**src/rtl/processador_pkg.sv**
```systemverilog
// Shared types for the operand staging path between the data bus and the ULA.
package processador_pkg;

    localparam int WORD_W_PADRAO = 16;

    typedef enum logic [1:0] {
        VAZIO  = 2'd0,
        TEM_A  = 2'd1,
        PRONTO = 2'd2
    } estado_t;

endpackage

```
**src/rtl/temp_operandos_fifo_sinc.sv**
```systemverilog
// Synchronous show-ahead FIFO; the caller guarantees push only when there is room
// (or a same-cycle pop) and pop only when not empty.
module fifo_sinc #(
    parameter int WORD_W = 16,
    parameter int DEPTH  = 4,
    localparam int CNT_W = $clog2(DEPTH + 1),
    localparam int PTR_W = $clog2(DEPTH)
) (
    input  logic              clk,
    input  logic              rst_n,
    input  logic              clear,
    input  logic              push,
    input  logic              pop,
    input  logic [WORD_W-1:0] wdata,
    output logic [WORD_W-1:0] rdata,
    output logic [CNT_W-1:0]  count,
    output logic              full,
    output logic              empty
);

    logic [WORD_W-1:0] mem_r [DEPTH];
    logic [PTR_W-1:0]  wr_ptr_r;
    logic [PTR_W-1:0]  rd_ptr_r;
    logic [CNT_W-1:0]  count_r;

    // Pointers and occupancy; pointers wrap naturally because DEPTH is a power of two.
    always_ff @(posedge clk or negedge rst_n) begin
        if (!rst_n) begin
            wr_ptr_r <= '0;
            rd_ptr_r <= '0;
            count_r  <= '0;
        end else if (clear) begin
            wr_ptr_r <= '0;
            rd_ptr_r <= '0;
            count_r  <= '0;
        end else begin
            if (push) wr_ptr_r <= wr_ptr_r + PTR_W'(1);
            if (pop)  rd_ptr_r <= rd_ptr_r + PTR_W'(1);
            count_r <= count_r + CNT_W'(push) - CNT_W'(pop);
        end
    end

    // Storage array, zeroed on reset so the head never shows stale data after power-up.
    always_ff @(posedge clk or negedge rst_n) begin
        if (!rst_n) begin
            for (int i = 0; i < DEPTH; i++) mem_r[i] <= '0;
        end else if (push && !clear) begin
            mem_r[wr_ptr_r] <= wdata;
        end
    end

    assign rdata = mem_r[rd_ptr_r];
    assign count = count_r;
    assign full  = (count_r == CNT_W'(DEPTH));
    assign empty = (count_r == '0);

endmodule

```
**src/rtl/temp_operandos.sv**
```systemverilog
// Operand staging between the data bus and the ULA: FIFO of captured words feeding
// operand registers A/B, with result chaining and bus read-back of the last capture.
module temp_operandos
    import processador_pkg::*;
#(
    parameter int WORD_W = WORD_W_PADRAO,
    parameter int DEPTH  = 4,
    localparam int CNT_W = $clog2(DEPTH + 1)
) (
    input  logic              clk,
    input  logic              rst_n,
    input  logic [WORD_W-1:0] data_in,
    input  logic              push,
    input  logic              le,
    output logic [WORD_W-1:0] data_out,
    output logic              data_oe,
    output logic [WORD_W-1:0] saida_ula_a,
    output logic [WORD_W-1:0] saida_ula_b,
    output logic              op_valid,
    input  logic              op_ready,
    input  logic [WORD_W-1:0] resultado,
    input  logic              res_we,
    input  logic              clear,
    output logic [CNT_W-1:0]  count,
    output logic              full,
    output logic              empty,
    output logic              erro
);

    estado_t           estado_r, estado_s;
    logic [WORD_W-1:0] a_r, a_s, b_r, b_s;
    logic [WORD_W-1:0] ultimo_r;
    logic [WORD_W-1:0] head_s;
    logic              op_valid_r, erro_r;
    logic              pop_s, res_drop_s, push_acc_s, push_drop_s;
    logic              full_s, empty_s;

    fifo_sinc #(.WORD_W(WORD_W), .DEPTH(DEPTH)) u_fifo (
        .clk   (clk),
        .rst_n (rst_n),
        .clear (clear),
        .push  (push_acc_s),
        .pop   (pop_s),
        .wdata (data_in),
        .rdata (head_s),
        .count (count),
        .full  (full_s),
        .empty (empty_s)
    );

    // Next state, operand loads and FIFO pop; clear overrides everything else.
    always_comb begin
        estado_s   = estado_r;
        a_s        = a_r;
        b_s        = b_r;
        pop_s      = 1'b0;
        res_drop_s = 1'b0;
        if (clear) begin
            estado_s = VAZIO;
            a_s      = '0;
            b_s      = '0;
        end else begin
            case (estado_r)
                VAZIO: begin
                    if (res_we) begin
                        a_s      = resultado;
                        estado_s = TEM_A;
                    end else if (!empty_s) begin
                        a_s      = head_s;
                        pop_s    = 1'b1;
                        estado_s = TEM_A;
                    end else begin
                        estado_s = VAZIO;
                    end
                end
                TEM_A: begin
                    res_drop_s = res_we;
                    if (!empty_s) begin
                        b_s      = head_s;
                        pop_s    = 1'b1;
                        estado_s = PRONTO;
                    end else begin
                        estado_s = TEM_A;
                    end
                end
                PRONTO: begin
                    res_drop_s = res_we;
                    if (op_ready) begin
                        estado_s = VAZIO;
                    end else begin
                        estado_s = PRONTO;
                    end
                end
                default: begin
                    estado_s = VAZIO;
                end
            endcase
        end
        // A full FIFO still accepts a word when the FSM frees a slot on the same edge.
        push_acc_s  = push && !clear && (!full_s || pop_s);
        push_drop_s = push && !clear && full_s && !pop_s;
    end

    // State, operands, bus read-back register and sticky error flag.
    always_ff @(posedge clk or negedge rst_n) begin
        if (!rst_n) begin
            estado_r   <= VAZIO;
            a_r        <= '0;
            b_r        <= '0;
            op_valid_r <= 1'b0;
            ultimo_r   <= '0;
            erro_r     <= 1'b0;
        end else begin
            estado_r   <= estado_s;
            a_r        <= a_s;
            b_r        <= b_s;
            op_valid_r <= (estado_s == PRONTO);
            if (push_acc_s) ultimo_r <= data_in;
            if (push_drop_s || res_drop_s) erro_r <= 1'b1;
        end
    end

    assign data_out    = ultimo_r;
    assign data_oe     = le;
    assign saida_ula_a = a_r;
    assign saida_ula_b = b_r;
    assign op_valid    = op_valid_r;
    assign full        = full_s;
    assign empty       = empty_s;
    assign erro        = erro_r;

endmodule
```
**config.mk**
```make
export PLATFORM = sky130hd
export DESIGN_NAME = temp_operandos
export DESIGN_NICKNAME = d
export VERILOG_FILES = /design/src/rtl/processador_pkg.sv /design/src/rtl/temp_operandos_fifo_sinc.sv /design/src/rtl/temp_operandos.sv
export SDC_FILE = /design/constraint.sdc
export NUM_CORES = 1
export LEC_CHECK = 0
export BUFFER_PORTS_ARGS = -buffer_cell sky130_fd_sc_hd__buf_2
export CAP_MARGIN = 25
export CORE_MARGIN = 2
export CORE_UTILIZATION = 60
export CTS_CLUSTER_DIAMETER = 200
export DETAILED_ROUTE_END_ITERATION = 12
export PLACE_DENSITY = 0.88
export SLEW_MARGIN = 15
export SYNTH_ARGS = -nofsm -noshare
export SYNTH_HDL_FRONTEND = slang
export SYNTH_HIERARCHICAL = 1
export SYNTH_SLANG_ARGS = --single-unit
```
**constraint.sdc**
```tcl
create_clock -name clk -period 5.2 [get_ports clk]
set_input_delay 0.26 -clock clk [delete_from_list [all_inputs] [get_ports clk]]
set_output_delay 0.26 -clock clk [all_outputs]
set_load 0.005 [all_outputs]
```
After elaboration in Yosys (flattened, before gate mapping)

Index checks and enable logic that the tools add are counted.

Word-level logic and storage cells: 77
Bits in registers: 123
Output and inout port bits: 56

Reductions and logical operators: 20
Bitwise operators: 2
Eq/ne operators: 6
$add $sub $neg: 4
Magnitude comparators: 3
Mux-type cells: 29

Operators with widths:

| kind                | count |
|---|---|
| $mux 16             | 9 |
| $bwmux 64           | 1 |
| $bmux 16 s2         | 1 |
| $demux 16 s2        | 1 |
| $mux 2              | 7 |
| $reduce_bool 2->1   | 4 |
| $mux 1              | 7 |
| $ge 3x3->1 const B  | 2 |
| $logic_and 1x1->1   | 6 |
| $not 2->3           | 2 |
| $pmux 2 s3          | 1 |
| $add 2x1->2 const B | 2 |
| $eq 2x2->1 const B  | 2 |
| $reduce_and 2->1    | 2 |
| $add 3x1->3         | 1 |
| $eq 3x3->1 const B  | 1 |
| $logic_not 1->1     | 3 |
| $logic_not 3->1     | 1 |
| $lt 3x1->1 const B  | 1 |
| $mux 3              | 1 |
| $ne 3x3->1 const B  | 1 |
| $sub 3x1->3         | 1 |
| $eq 2x1->1 const B  | 1 |
| $logic_not 2->1     | 1 |
| other kinds (4)     | 5 |

Depth between registers and ports, before layout

Depth in word-level cells: 10
Gate-level depth with buffers: 12
Gate-level depth less buffers: 12

Modules after synthesis

Netlist, hierarchy kept.

Modules (own cells, without submodules):

| module         | area each (µm²) | instances | cells each |
|---|---|---|---|
| fifo_sinc      | 3374.5          | 1         | 192 |
| temp_operandos | 2476.1          | 1         | 205 |

Worst setup path after synthesis

Ideal clock, no wire load.

Path kind: register to register
Start: reg u_fifo.count_r[1], in the netlist u_fifo/count[1]
End: reg u_fifo.count_r[2], in the netlist u_fifo/count[2]
Path buffers: 0
Cell stages (with the launch flop): 10
Arrival time: 2427 ps
Path slack: 2657 ps
Clock period less this slack: 2543 ps
Cells stage by stage: dfrtp_1 > nor3_1 > nor3_1 > ha_1 > inv_1 > ha_1 > inv_1 > fa_1 > xnor3_1 > nor2_1

Cells in the longest elaborated chain, start to end: 10
Elaborated cells on any way between the ends: 12
Classes of those cells: add/sub: 2; eq/ne: 1; mux: 5; reduce/logical: 4

Ends and longest elaborated chain:

| what                     | line                                       | RTL |
|---|---|---|
| start: declaration       | temp_operandos_fifo_sinc.sv:24             | `logic [CNT_W-1:0] count_r;` |
| start signal: assignment | temp_operandos_fifo_sinc.sv:39             | `count_r <= count_r + CNT_W'(push) - CNT_W'(pop);` |
| $logic_not 3->1 *        | temp_operandos_fifo_sinc.sv:55             | `assign empty = (count_r == '0);` |
| named net empty          | temp_operandos.sv:26                       | `output logic empty,` |
| $mux 1 *                 | temp_operandos.sv:68, temp_operandos.sv:78 |  |
| $mux 1                   | temp_operandos.sv:65                       | `if (res_we) begin` |
| $pmux 1 s2 *             | temp_operandos.sv:63                       | `case (estado_r)` |
| $mux 1 *                 | temp_operandos.sv:58                       | `if (clear) begin` |
| named net pop_s          | temp_operandos.sv:35                       | `logic pop_s, res_drop_s, push_acc_s, push_drop_s;` |
| $logic_or 1x1->1         | temp_operandos.sv:100                      | `push_acc_s = push && !clear && (!full_s \|\| pop_s);` |
| $logic_and 1x1->1        | temp_operandos.sv:100                      |  |
| $add 3x1->3              | temp_operandos_fifo_sinc.sv:39             |  |
| $sub 3x1->3 *            | temp_operandos_fifo_sinc.sv:39             |  |
| $mux 3 *                 | temp_operandos_fifo_sinc.sv:32             | `end else if (clear) begin` |

The timed path passes the listed nets; every way through them passes the cells marked *.
A chain may end at the register's enable or synchronous reset.

Worst setup path after layout

Start: reg u_fifo.count_r[1], in the netlist u_fifo/count[1]
End: reg u_fifo.count_r[1], in the netlist u_fifo/count[1]

Cells in the longest elaborated chain, start to end: 10
Elaborated cells on any way between the ends: 12
Classes of those cells: add/sub: 2; eq/ne: 1; mux: 5; reduce/logical: 4

Ends and longest elaborated chain:

| what                 | line |
|---|---|
| $logic_not 3->1      | temp_operandos_fifo_sinc.sv:55 |
| $mux 1               | temp_operandos.sv:68, temp_operandos.sv:78 |
| $mux 1               | temp_operandos.sv:65 |
| $pmux 1 s2           | temp_operandos.sv:63 |
| $mux 1               | temp_operandos.sv:58 |
| $logic_or 1x1->1 *   | temp_operandos.sv:100 |
| $logic_and 1x1->1 *  | temp_operandos.sv:100 |
| named net push_acc_s | temp_operandos.sv:35 |
| $add 3x1->3 *        | temp_operandos_fifo_sinc.sv:39 |
| $sub 3x1->3 *        | temp_operandos_fifo_sinc.sv:39 |
| $mux 3 *             | temp_operandos_fifo_sinc.sv:32 |

Marks and branches as above.

==> metrics.txt <==
Num CTS Buffers=17; total grt overflow=0; IO Pins=95; Syn Std Cell Area=0.00585 mm2; Worst-Skew Late Latency=0.52 ns; CP arrival=3.64 ns; PD cells=546 mW/mm2; H-tree Lvls=4; number of port buffers=92; largest family of logic cells by synthesized area=multiplexers; die area=0.0106 mm2; crit path launch=u_fifo/count[1]$_DFF_PN0_; adder-cell share of the synthesized area=2.48%; outcome=finished, final reports clean; clock skew=0.00874 ns; clk sinks=123; vias post-DR=3555; slew margin rel.=37.5%; Worst setup SP type=flip-flop; # fillers=623; first-pass GRT wire length=18900 um; crit end category=flip-flop; number of global-route vias before repair=3679; die height=103 um; CP Class=flip-flop to flip-flop; HPWL Detailed=7780 um; Tmin final=3.21 ns; root buffer selected by CTS=clkbuf_8; Static Leak=3.52 nW; Slew Limit Fails=0; CP Max Fanout=17; Hold Violations, Final=0; CTS tree=done; initial antenna violation count=1; diode count=0; RD Place Congestion=0.833; utilization after layout=71.4%; clock tree buffer depth=2; Cell Area, Placed=0.00631 mm2; number of antenna-violating nets in the routed design=0; mux cell area share after synthesis=30.7%; syn nets=447; 1st-iter DRT viols=200; row cnt=36; Final Cell Area=0.00688 mm2; Compound-Gate Fraction of Synth Area=2.87%; Final setup viols=0; # DRC=0; largest net degree at the start of global routing=70; Total GRT Usage=24.5%; share of post-route cells with drive strength above 1=49.2%; die width=103 um; worst slew pin tran=0.930 ns; Syn Area/Cell=14.7 um2; synth unique cells=38; core area=0.00964 mm2; FF-to-FF Start=u_fifo/count[1]$_DFF_PN0_; Seq cells post-synth=123; Req. time, crit path=5.63 ns; post-synthesis sequential area ratio=52.6%; clock slew at reported path FFs=0.06 ns; Max VDD drop=0.252 mV; layout net count=539; synth warn=6; Pre-Repair DR Iteration Count=4; drt wl/cell=18.9 um; Hold WC Path Type=primary input to flip-flop; post-synthesis xor/xnor area fraction=0.684%; Initial Util=60.7%; unrepaired setup endpoints after global routing=false; DRT Wirelength=12000 um; Hold Startpoint=data_in[1]; ratio of routed vias to standard cells=5.60; maxcap violations=0; Post-Synth Simple-Gate Area=6.74%; final period utilization=61.8%; FMAX=311 MHz; synthesized netlist cell count=397; Area Overhead vs Synth=17.6%; Fin Setup TNS=0 ns
-- worst paths after layout --
kind / to / cells past startpoint / slack, ns
min in group asynchronous: data_out[2]$_DFFE_PN0P_ / 2 / 0.40
hold reg to reg: erro$_DFFE_PN0P_ / 1 / 0.47
hold / removal: u_fifo/mem_r[33]$_DFFE_PN0P_ / 2 / 0.04
max in group asynchronous: u_fifo/mem_r[26]$_DFFE_PN0P_ / 3 / 3.57
setup / recovery: u_fifo/count[1]$_DFF_PN0_ / 8 / 1.99
setup reg to reg: u_fifo/count[1]$_DFF_PN0_ / 8 / 1.99
-- cells by family after synthesis --
family,after synthesis
multiplexers,129
flip-flops,123
AND/OR/NAND/NOR,74
buffers and inverters,32
AO/OA/AOI/OAI,25
adder cells (fa/ha/maj),11
XOR/XNOR,3
-- critical path, stage by stage (launching register included) --
cell and delay [ns]:
dfrtp_1 0.44, nor3_1 0.78, o21ai_2 0.15, o211ai_4 0.37, inv_1 0.44, ha_1 0.33
inv_1 0.07, fa_1 0.41, nor2_1 0.13
-- stage by stage --
| step | hold WS, ns | total power [mW] | instances | worst slack (ns) |
|---|---|---|---|---|
| after floorplan | -0.0356 | 2.28 | 397 | 2.66 |
| final | 0.0407 | 3.76 | 635 | 1.99 |
| after global placement | 0.415 | 2.56 | 600 | 2.25 |
| after global routing | 0.0259 | 3.97 | 635 | 1.73 |
| after CTS | 0.0196 | 3.77 | 634 | 2.01 |
| after detailed placement | 0.427 | 2.64 | 601 | 2.03 |
-- layout by cell type, fill, tap and decap left out, types with 3 or more instances in the layout --
cell type	n
nor3_1	4
mux2_4	49
nand2_1	33
a21oi_1	18
mux4_2	16
ha_1	10
clkinv_2	6
inv_1	9
buf_2	91
buf_4	3
nand3b_4	4
mux2_2	47
nor2_1	23
clkbuf_16	16
dfrtp_1	123
mux2i_1	17
-- layer usage --
layer	share of wire, %	up-vias	track usage (%)
met1	42	1823	30.9
li1	-	1583	-
met3	5.7	20	6.78
met5	0.091	-	0
met2	50	127	40.2
met4	1.7	2	10.2
-- cell usage after synthesis, drive strengths merged --
cell,instances,share of area (%)
dfrtp,123,53
mux2,96,22
nand2,33,2.1
nor2,23,1.5
buf,21,3.2
a21oi,19,1.8
mux2i,17,2.9
mux4,16,6.2
ha,10,2.1
inv,9,0.58
nand3b,5,1.5
nor3,4,0.34
nand2b,3,0.45
nor2b,3,0.45
clkbuf,2,0.15
o21ai,2,0.24
xnor2,2,0.30
a211o,1,0.15
a21bo,1,0.17
a22oi,1,0.13
and2b,1,0.13
fa,1,0.34
nor3b,1,0.13
nor4b,1,0.15
o211ai,1,0.36
xnor3,1,0.38
-- registers in the layout (all words and copies together) (netlist names) --
signal / count
saida_ula_a: 16
u_fifo/wr_ptr_r: 2
u_fifo/mem_r: 64
estado_r: 2
data_out: 16
u_fifo/count: 3
op_valid: 1
erro: 1
u_fifo/rd_ptr_r: 2
saida_ula_b: 16
-- timing repair --
action,in CTS,in global routing
gates resized for setup,0,0
endpoints found under the hold margin,68,0
buffers inserted,0,0
hold buffers,1,0
-- power breakdown --
group	leakage (nW)	internal, mW	total, mW	switching (mW)
clock	0.275	0.690	1.10	0.410
combinational	1.65	0.667	1.18	0.512
sequential	1.60	1.27	1.48	0.209
-- area by class of cell --
| class | count | area, um2 | area share (%) |
|---|---|---|---|
| well taps | 133 | 166 | 2.42 |
| multi-input cells | 242 | 2540 | 36.9 |
| clock buffers | 20 | 435 | 6.33 |
| inverters | 9 | 33.8 | 0.491 |
| clock inverters | 12 | 123 | 1.78 |
| repair buffers | 96 | 503 | 7.31 |
| flip-flops and latches | 123 | 3080 | 44.7 |
(Power assumes the default switching activity.)
